[src/rtl/core_pkg.sv]
// rtl/core_pkg.sv - opcode, instruction class, ALU op, state and trap encodings for the sequencer
package core_pkg;

   localparam logic [6:0] OP_R      = 7'b0110011;
   localparam logic [6:0] OP_LOAD   = 7'b0000011;
   localparam logic [6:0] OP_STORE  = 7'b0100011;
   localparam logic [6:0] OP_OPIMM  = 7'b0010011;
   localparam logic [6:0] OP_BRANCH = 7'b1100011;

   localparam logic [1:0] ALU_ADD    = 2'b00;
   localparam logic [1:0] ALU_BRANCH = 2'b01;
   localparam logic [1:0] ALU_RTYPE  = 2'b10;
   localparam logic [1:0] ALU_ITYPE  = 2'b11;

   localparam logic [1:0] TRAP_NONE    = 2'b00;
   localparam logic [1:0] TRAP_ILLEGAL = 2'b01;
   localparam logic [1:0] TRAP_TIMEOUT = 2'b10;

   typedef enum logic [2:0] {
      CLS_R, CLS_LOAD, CLS_STORE, CLS_OPIMM, CLS_BRANCH
   } instrClassT;

   typedef enum logic [2:0] {
      ST_FETCH, ST_DECODE, ST_EXEC, ST_MEM, ST_WB, ST_TRAP
   } seqStateT;

   typedef struct packed {
      logic       legal;
      instrClassT cls;
   } decodeT;

   function automatic decodeT decodeOpcode(logic [6:0] op);
      decodeT d;
      d.legal = 1'b1;
      d.cls   = CLS_R;
      case (op)
         OP_R:      d.cls = CLS_R;
         OP_LOAD:   d.cls = CLS_LOAD;
         OP_STORE:  d.cls = CLS_STORE;
         OP_OPIMM:  d.cls = CLS_OPIMM;
         OP_BRANCH: d.cls = CLS_BRANCH;
         default:   d.legal = 1'b0;
      endcase
      return d;
   endfunction

   function automatic logic [1:0] aluOpFor(instrClassT c);
      case (c)
         CLS_R:      return ALU_RTYPE;
         CLS_OPIMM:  return ALU_ITYPE;
         CLS_BRANCH: return ALU_BRANCH;
         default:    return ALU_ADD;
      endcase
   endfunction

   // Loads and stores use the immediate for address generation.
   function automatic logic aluSrcFor(instrClassT c);
      return (c == CLS_OPIMM) || (c == CLS_LOAD) || (c == CLS_STORE);
   endfunction

endpackage

[src/rtl/mem_wait_timer.sv]
// rtl/mem_wait_timer.sv - counts memory wait cycles and flags the one that reaches LIMIT
module mem_wait_timer #(
   parameter int LIMIT = 16
) (
   input  logic clk,
   input  logic rst,
   input  logic clear,
   input  logic waiting,
   output logic expired
);

   localparam int W = $clog2(LIMIT + 1);

   logic [W-1:0] waitCount;

   always_ff @(posedge clk) begin
      if (rst || clear) begin
         waitCount <= '0;
      end else if (waiting) begin
         waitCount <= waitCount + 1'b1;
      end
   end

   // Combinational so the LIMIT-th wait cycle itself steers the FSM into TRAP.
   assign expired = waiting && (waitCount == W'(LIMIT - 1));

endmodule

[src/rtl/multicycle_sequencer.sv]
// rtl/multicycle_sequencer.sv - FETCH/DECODE/EXEC/MEM/WB sequencer for the RV32 core
// SEQ_MEM_TIMEOUT_EN: bound imem/dmem waits by MEM_TIMEOUT cycles, trapping with cause 10.
module multicycle_sequencer
   import core_pkg::*;
#(
   parameter int MEM_TIMEOUT = 16
) (
   input  logic       clk,
   input  logic       rst,
   input  logic [6:0] opcode,
   input  logic       stall,
   input  logic       branch_taken,
   output logic       imem_req,
   input  logic       imem_ready,
   output logic       dmem_req,
   output logic       dmem_we,
   input  logic       dmem_ready,
   output logic       ir_we,
   output logic       pc_we,
   output logic       pc_src,
   output logic [1:0] alu_op,
   output logic       alu_src,
   output logic       reg_we,
   output logic       mem_to_reg,
   output logic       instr_retired,
   output logic [1:0] trap_cause
);

   seqStateT   state, stateNext;
   instrClassT instrClass;
   logic [1:0] trapCause;
   decodeT     dec;
   logic       timeoutHit;
   logic       memWaiting;

   assign dec = decodeOpcode(opcode);

   // Derived from state rather than the request outputs to keep the timer out of a comb loop.
   assign memWaiting = ((state == ST_FETCH) && !stall && !imem_ready) ||
                       ((state == ST_MEM) && !dmem_ready);

`ifdef SEQ_MEM_TIMEOUT_EN
   mem_wait_timer #(
      .LIMIT(MEM_TIMEOUT)
   ) u_mem_wait_timer (
      .clk    (clk),
      .rst    (rst),
      .clear  (stateNext != state),
      .waiting(memWaiting),
      .expired(timeoutHit)
   );
`else
   // Timer compiled out: waits are unbounded.
   assign timeoutHit = 1'b0 && memWaiting && (MEM_TIMEOUT > 0);
`endif

   always_ff @(posedge clk) begin
      if (rst) begin
         state      <= ST_FETCH;
         instrClass <= CLS_R;
         trapCause  <= TRAP_NONE;
      end else begin
         state <= stateNext;
         if (state == ST_DECODE) begin
            instrClass <= dec.cls;
         end
         if ((state == ST_DECODE) && !dec.legal) begin
            trapCause <= TRAP_ILLEGAL;
         end else if (timeoutHit) begin
            trapCause <= TRAP_TIMEOUT;
         end
      end
   end

   always_comb begin
      stateNext     = state;
      imem_req      = 1'b0;
      dmem_req      = 1'b0;
      dmem_we       = 1'b0;
      ir_we         = 1'b0;
      pc_we         = 1'b0;
      pc_src        = 1'b0;
      alu_op        = ALU_ADD;
      alu_src       = 1'b0;
      reg_we        = 1'b0;
      mem_to_reg    = 1'b0;
      instr_retired = 1'b0;
      trap_cause    = trapCause;

      case (state)
         ST_FETCH: begin
            if (!stall) begin
               imem_req = 1'b1;
               if (imem_ready) begin
                  ir_we     = 1'b1;
                  stateNext = ST_DECODE;
               end else if (timeoutHit) begin
                  stateNext = ST_TRAP;
               end
            end
         end
         ST_DECODE: begin
            stateNext = dec.legal ? ST_EXEC : ST_TRAP;
         end
         ST_EXEC: begin
            alu_op  = aluOpFor(instrClass);
            alu_src = aluSrcFor(instrClass);
            case (instrClass)
               CLS_BRANCH: begin
                  pc_we         = 1'b1;
                  pc_src        = branch_taken;
                  instr_retired = 1'b1;
                  stateNext     = ST_FETCH;
               end
               CLS_LOAD, CLS_STORE: stateNext = ST_MEM;
               default:             stateNext = ST_WB;
            endcase
         end
         ST_MEM: begin
            dmem_req = 1'b1;
            dmem_we  = (instrClass == CLS_STORE);
            alu_op   = aluOpFor(instrClass);
            alu_src  = aluSrcFor(instrClass);
            if (dmem_ready) begin
               if (instrClass == CLS_STORE) begin
                  pc_we         = 1'b1;
                  instr_retired = 1'b1;
                  stateNext     = ST_FETCH;
               end else begin
                  stateNext = ST_WB;
               end
            end else if (timeoutHit) begin
               stateNext = ST_TRAP;
            end
         end
         ST_WB: begin
            reg_we        = 1'b1;
            mem_to_reg    = (instrClass == CLS_LOAD);
            pc_we         = 1'b1;
            instr_retired = 1'b1;
            stateNext     = ST_FETCH;
         end
         ST_TRAP: begin
            stateNext = ST_TRAP;
         end
         default: stateNext = ST_FETCH;
      endcase

      // Reset silences every strobe immediately so an aborted instruction never commits.
      if (rst) begin
         imem_req      = 1'b0;
         dmem_req      = 1'b0;
         dmem_we       = 1'b0;
         ir_we         = 1'b0;
         pc_we         = 1'b0;
         pc_src        = 1'b0;
         alu_op        = ALU_ADD;
         alu_src       = 1'b0;
         reg_we        = 1'b0;
         mem_to_reg    = 1'b0;
         instr_retired = 1'b0;
         trap_cause    = TRAP_NONE;
      end
   end

endmodule

[config.mk]
export PLATFORM = sky130hd
export DESIGN_NAME = multicycle_sequencer
export DESIGN_NICKNAME = d
export VERILOG_FILES = /design/src/rtl/core_pkg.sv /design/src/rtl/mem_wait_timer.sv /design/src/rtl/multicycle_sequencer.sv
export SDC_FILE = /design/constraint.sdc
export NUM_CORES = 1
export LEC_CHECK = 0
export ABC_AREA = 0
export CORE_MARGIN = 2
export CORE_UTILIZATION = 46
export CTS_BUF_LIST = sky130_fd_sc_hd__clkbuf_8
export DETAILED_ROUTE_END_ITERATION = 10
export PLACE_DENSITY = 0.93
export SKIP_CTS_REPAIR_TIMING = 1
export SLEW_MARGIN = 30
export SYNTH_ARGS = -nofsm -noshare
export SYNTH_HDL_FRONTEND = slang
export SYNTH_SLANG_ARGS = --single-unit
[constraint.sdc]
create_clock -name clk -period 3.4 [get_ports clk]
set_clock_uncertainty 0.2 [all_clocks]
set_input_delay 0.34 -clock clk [delete_from_list [all_inputs] [get_ports clk]]
set_output_delay 0.34 -clock clk [all_outputs]
set_load 0.1 [all_outputs]
=== Word-level counts from Yosys, hierarchy flattened ===
Index checks and enable logic that the tools add are counted.

* Mux-type cells: 38
* Div/mod/pow operators: 0
* Add/subtract/negate cells: 0
* Multipliers: 0
* Magnitude comparators: 0
* Eq/ne operators: 17
* Reduce and logical (&&, ||, !) cells: 10
* Bitwise gates (word level): 0
* Shift operators: 0

{| class="wikitable"
|+ Operators with widths
! kind !! count
|-
| 2-to-1 mux 1 bit || 26
|-
| 2-to-1 mux 3 bit || 5
|-
| one-hot mux 3 bit (5 select lines) || 1
|-
| equality test 7 x 6 -> 1 bit, second input constant || 2
|-
| equality test 3 x 2 -> 1 bit, second input constant || 4
|-
| one-hot mux 3 bit (4 select lines) || 1
|-
| equality test 3 bit, second input constant || 3
|-
| equality test 7 x 2 -> 1 bit, second input constant || 1
|-
| equality test 7 x 5 -> 1 bit, second input constant || 1
|-
| equality test 7 bit, second input constant || 1
|-
| equality test 3 x 1 -> 1 bit, second input constant || 2
|-
| zero test 3 bit || 2
|-
| inequality test 2 bit, second input constant || 3
|-
| one-hot mux 2 bit (3 select lines) || 1
|-
| one-hot mux 3 bit (2 select lines) || 1
|-
| OR reduction 5 bit || 1
|-
| 2-to-1 mux 2 bit || 2
|-
| OR reduction 2 bit || 2
|-
| one-hot mux 1 bit (3 select lines) || 1
|-
| AND reduction 3 bit || 1
|-
| logical OR 1 bit || 2
|-
| logical AND 1 bit || 1
|-
| zero test 1 bit || 1
|}

* Register bits: 7
* Logic and storage cells: 68
* Output and inout bits: 14
* ROM bits: 0
* Memories: 0
* Bits in latches: 0
* Input bits: 13
* Bits in writable memories: 0

=== Logic depth before layout (Yosys ltp) ===
* Depth in word-level cells: 5
* Mapped depth: 6
* Gate-level depth less buffers: 4

=== Worst setup path after synthesis ===
OpenSTA, ideal clock, no wires.

* Kind: register to output
* Start point: reg state[1]
* End point: out mem_to_reg
* Path slack: -0.900 ns
* Cell stages (with the launch flop): 5
* Path buffers: 1
* Data required time: 2.860 ns
* Arrival time: 3.760 ns
* Cells stage by stage: dfxtp_1 -> buf_6 -> nor2b_1 -> nor3b_1 -> and4bb_2

* Longest elaborated chain between the ends: 3

{| class="wikitable"
|+ Ends and longest elaborated chain
! item !! line !! source
|-
| start, declared || multicycle_sequencer.sv:29 || <nowiki>seqStateT state, stateNext;</nowiki>
|-
| start signal, assigned || multicycle_sequencer.sv:63 || <nowiki>state <= stateNext;</nowiki>
|-
| equality test 3 bit || multicycle_sequencer.sv:90 || <nowiki>case (state)</nowiki>
|-
| 2-to-1 mux 1 bit || multicycle_sequencer.sv:90 ||
|-
| 2-to-1 mux 1 bit || multicycle_sequencer.sv:150 || <nowiki>if (rst) begin</nowiki>
|-
| end, declared || multicycle_sequencer.sv:24 || <nowiki>output logic mem_to_reg,</nowiki>
|}

Every way passes these cells.

=== Worst setup path in the final report ===
* Start point: in rst
* End point: out instr_retired

* Longest elaborated chain between the ends: 1

{| class="wikitable"
|+ Ends and longest elaborated chain
! item !! line !! source
|-
| start, declared || multicycle_sequencer.sv:9 || <nowiki>input logic rst,</nowiki>
|-
| 2-to-1 mux 1 bit || multicycle_sequencer.sv:150 ||
|-
| end, declared || multicycle_sequencer.sv:25 || <nowiki>output logic instr_retired,</nowiki>
|}

Every way passes these cells.

==> out/results.tsv <==
stage	metric	value	unit
clock_network	htreeDepth	1	
setup_path	critPathMaxFanout	12	
sta	slew_violations	0	
clock_network	cts_made_buffers	3	
setup_path	cp.arrival	2030	ps
global_routing	met3_usage	0.0500	
floorplanning	rows	13	
setup_path	critPathLaunchType	primary input	
sta	setup_violations	0	
sta	timing.hold.ws	263	ps
cells_and_area	n_fill_cell	101	
cells_and_area	syn2layout_area_growth	46.7	%
placed_design	place_congestion	0.826	
power	power_frac_comb	0.290	
global_routing	grt_util_met1	0.248	
global_routing	grt_max_degree	15	
power	netSwitchingPower	101	µW
clock_network	cts-root-buf	clkbuf_8	
floorplanning	die_h	40.6	µm
sta	finalHoldViolations	0	
cells_and_area	multi_input_area	434	µm²
cells_and_area	diodes	0	
power	power_frac_clock	0.386	
power	leakagePower	0.343	nW
clock_network	cts_sinks	7	
logic_synthesis	yosysSeqAreaShare	0.228	
sta	setup_slack	830	ps
logic_synthesis	ys_ff_latch	7	
sta	fin_crit	2570	ps
logic_synthesis	netlist_area	616	µm²
power	ir_drop	189	µV
power	total_power	298	µW
floorplanning	coreArea	0.00127	mm²
cells_and_area	final_core_util	0.712	
logic_synthesis	avgSynthCellArea	7.33	µm²
routing	route.detailed.drc	0	
routing	dr.pass1.iters	4	
global_routing	use_met2	0.397	
placed_design	dp.cells	118	
routing	routed_via_density	5.66	
cells_and_area	drive_above_1_share	0.252	
logic_synthesis	synthDistinctLibCells	37	
setup_path	crit_type	primary input to output port	
sta	worst_pin_slew	518	ps
floorplanning	initial_utilization	0.485	
setup_path	end_kind	output port	
flow_run	cap_violations	0	
placed_design	place_ws	828	ps
routing	postRouteWirelength	1.61	mm
global_routing	grt_overflow	0	
routing	wire_per_inst	13.2	µm
logic_synthesis	synthesis.nets	97	
sta	fin_crit_sh	0.756	
cells_and_area	regArea	140	µm²
floorplanning	die_w	40.6	µm
sta	rsz0062_at_grt	false	
power	cellInternalPower	197	µW
global_routing	antenna_found_initial	0	
setup_path	worstPathRequired	2860	ps
global_routing	grt.total_usage	0.229	
sta	relSlewSlack	0.654	
logic_synthesis	syn_inst	84	
routing	vias	691	
global_routing	grt_first_pass_wirelength	2.48	mm
cells_and_area	fin_cells	122	
routing	drtAntennaViolNets	0	
power	p_sw_frac	0.339	
placed_design	dp_hpwl	1.15	mm
routing	drt_iter0_markers	14	
placed_design	port-buffer-count	25	
global_routing	grt_pass1_vias	604	
global_routing	top_usage_layer	met2	
placed_design	placed_area	858	µm²
power	p_per_area	329	mW/mm²
clock_network	cts_tree	built	
clock_network	clock_path_buffers	2	
cells_and_area	layout_common_cells	clkdlybuf4s50_1, buf_4, nand2_1	
floorplanning	ios	27	
sta	setup_tns	0	ps
worst_hold_path	hp-class	register to register	
floorplanning	die_area	0.00165	mm²
power	power_frac_seq	0.324	
cells_and_area	final_area	903	µm²
cells_and_area	layout.nets	121	
clock_network	clkLatencyLatePin	230	ps
clock_network	path_clk_slew	40	ps
logic_synthesis	synth_warnings	0	
run_status	outcome	complete, no violations	
sta	fmax	0.389	GHz
power groups by stage:
stage / Clock [mW] / Sequential, mW / Combinational (mW)
finish: 0.115 / 0.0964 / 0.0863
global route: 0.122 / 0.0968 / 0.0912
CTS: 0.116 / 0.0961 / 0.0860
detailed placement: 0 / 0.0975 / 0.0848
global placement: 0 / 0.0972 / 0.0836
floorplan: 0 / 0.0901 / 0.0661
synthesized netlist by cell type:
| cell type | instances | area (µm²) |
|---|---|---|
| nor3_2 | 1 | 10.0 |
| dfxtp_1 | 7 | 140 |
| nor4b_1 | 1 | 8.76 |
| and2_1 | 3 | 18.8 |
| nand2b_1 | 2 | 12.5 |
| nand3_1 | 2 | 10.0 |
| buf_6 | 2 | 22.5 |
| o221ai_1 | 1 | 8.76 |
| xnor2_1 | 2 | 17.5 |
| nor4_1 | 1 | 6.26 |
| nand2_1 | 9 | 33.8 |
| nand4_1 | 1 | 6.26 |
| or3b_4 | 1 | 11.3 |
| buf_4 | 2 | 15.0 |
| xor2_1 | 1 | 8.76 |
| inv_1 | 4 | 15.0 |
| a21oi_1 | 8 | 40.0 |
| o2bb2ai_1 | 1 | 8.76 |
| nor3b_1 | 1 | 7.51 |
| a211oi_1 | 1 | 7.51 |
| a31oi_1 | 1 | 6.26 |
| a311oi_1 | 1 | 8.76 |
| nor2_2 | 2 | 12.5 |
| buf_2 | 1 | 5.00 |
| o32ai_1 | 1 | 8.76 |
| nand3b_1 | 2 | 15.0 |
| and4bb_2 | 2 | 25.0 |
| o21ai_0 | 2 | 10.0 |
| nor2b_1 | 7 | 43.8 |
| and3_1 | 1 | 6.26 |
| clkbuf_1 | 2 | 7.51 |
| nor3_1 | 2 | 10.0 |
| or4_1 | 1 | 7.51 |
| nor2_1 | 5 | 18.8 |
| o41ai_1 | 1 | 8.76 |
| o2111ai_1 | 1 | 8.76 |
| conb_1 | 1 | 3.75 |
worst max-delay path, cell delays in order:
cell and delay [ps]:
clkdlybuf4s50_1 390, buf_4 180, or3b_4 420, nor2_2 130, nand2_1 80, o32ai_2 260
buf_12 230
per-layer routing:
layer	wire, µm	vias up	share of wire
li1	-	340	-
met5	0	-	0
met4	22	0	0.014
met1	672	317	0.42
met2	812	31	0.51
met3	98	3	0.061
worst paths after layout:
check / from / to / slack (ps) / cells after the start
worst max-delay path: rst / instr_retired / 830 / 7
worst min-delay path: trapCause[0]$_SDFFE_PP0P_ / trapCause[0]$_SDFFE_PP0P_ / 260 / 2
worst max register to register: state[0]$_SDFFE_PP0P_ / state[0]$_SDFFE_PP0P_ / 1740 / 4
worst min register to register: trapCause[0]$_SDFFE_PP0P_ / trapCause[0]$_SDFFE_PP0P_ / 260 / 2
state kept, by name, summed over array words and instances (netlist names):
name        count
instrClass      3
trapCause       1
state           3
cell families (layout without fill, tap and decap cells):
kind of cell | count (synthesis) | after routing | share of synthesized area
buffers and inverters | 11 | 34 | 0.106
flip-flops | 7 | 7 | 0.228
other | 1 | 1 | 0.00609
AO/OA/AOI/OAI | 18 | 18 | 0.189
AND/OR/NAND/NOR | 44 | 44 | 0.429
XOR/XNOR | 3 | 3 | 0.0427
cell type report:
| cell class | count | area share |
|---|---|---|
| clock inverter | 1 | 0.00416 |
| tap | 15 | 0.0208 |
| multi-input combinational | 66 | 0.481 |
| inverter | 4 | 0.0166 |
| clock buffer | 3 | 0.0457 |
| timing repair buffer | 26 | 0.277 |
| sequential | 7 | 0.155 |
Note: power is estimated with default switching activity, not from simulation.
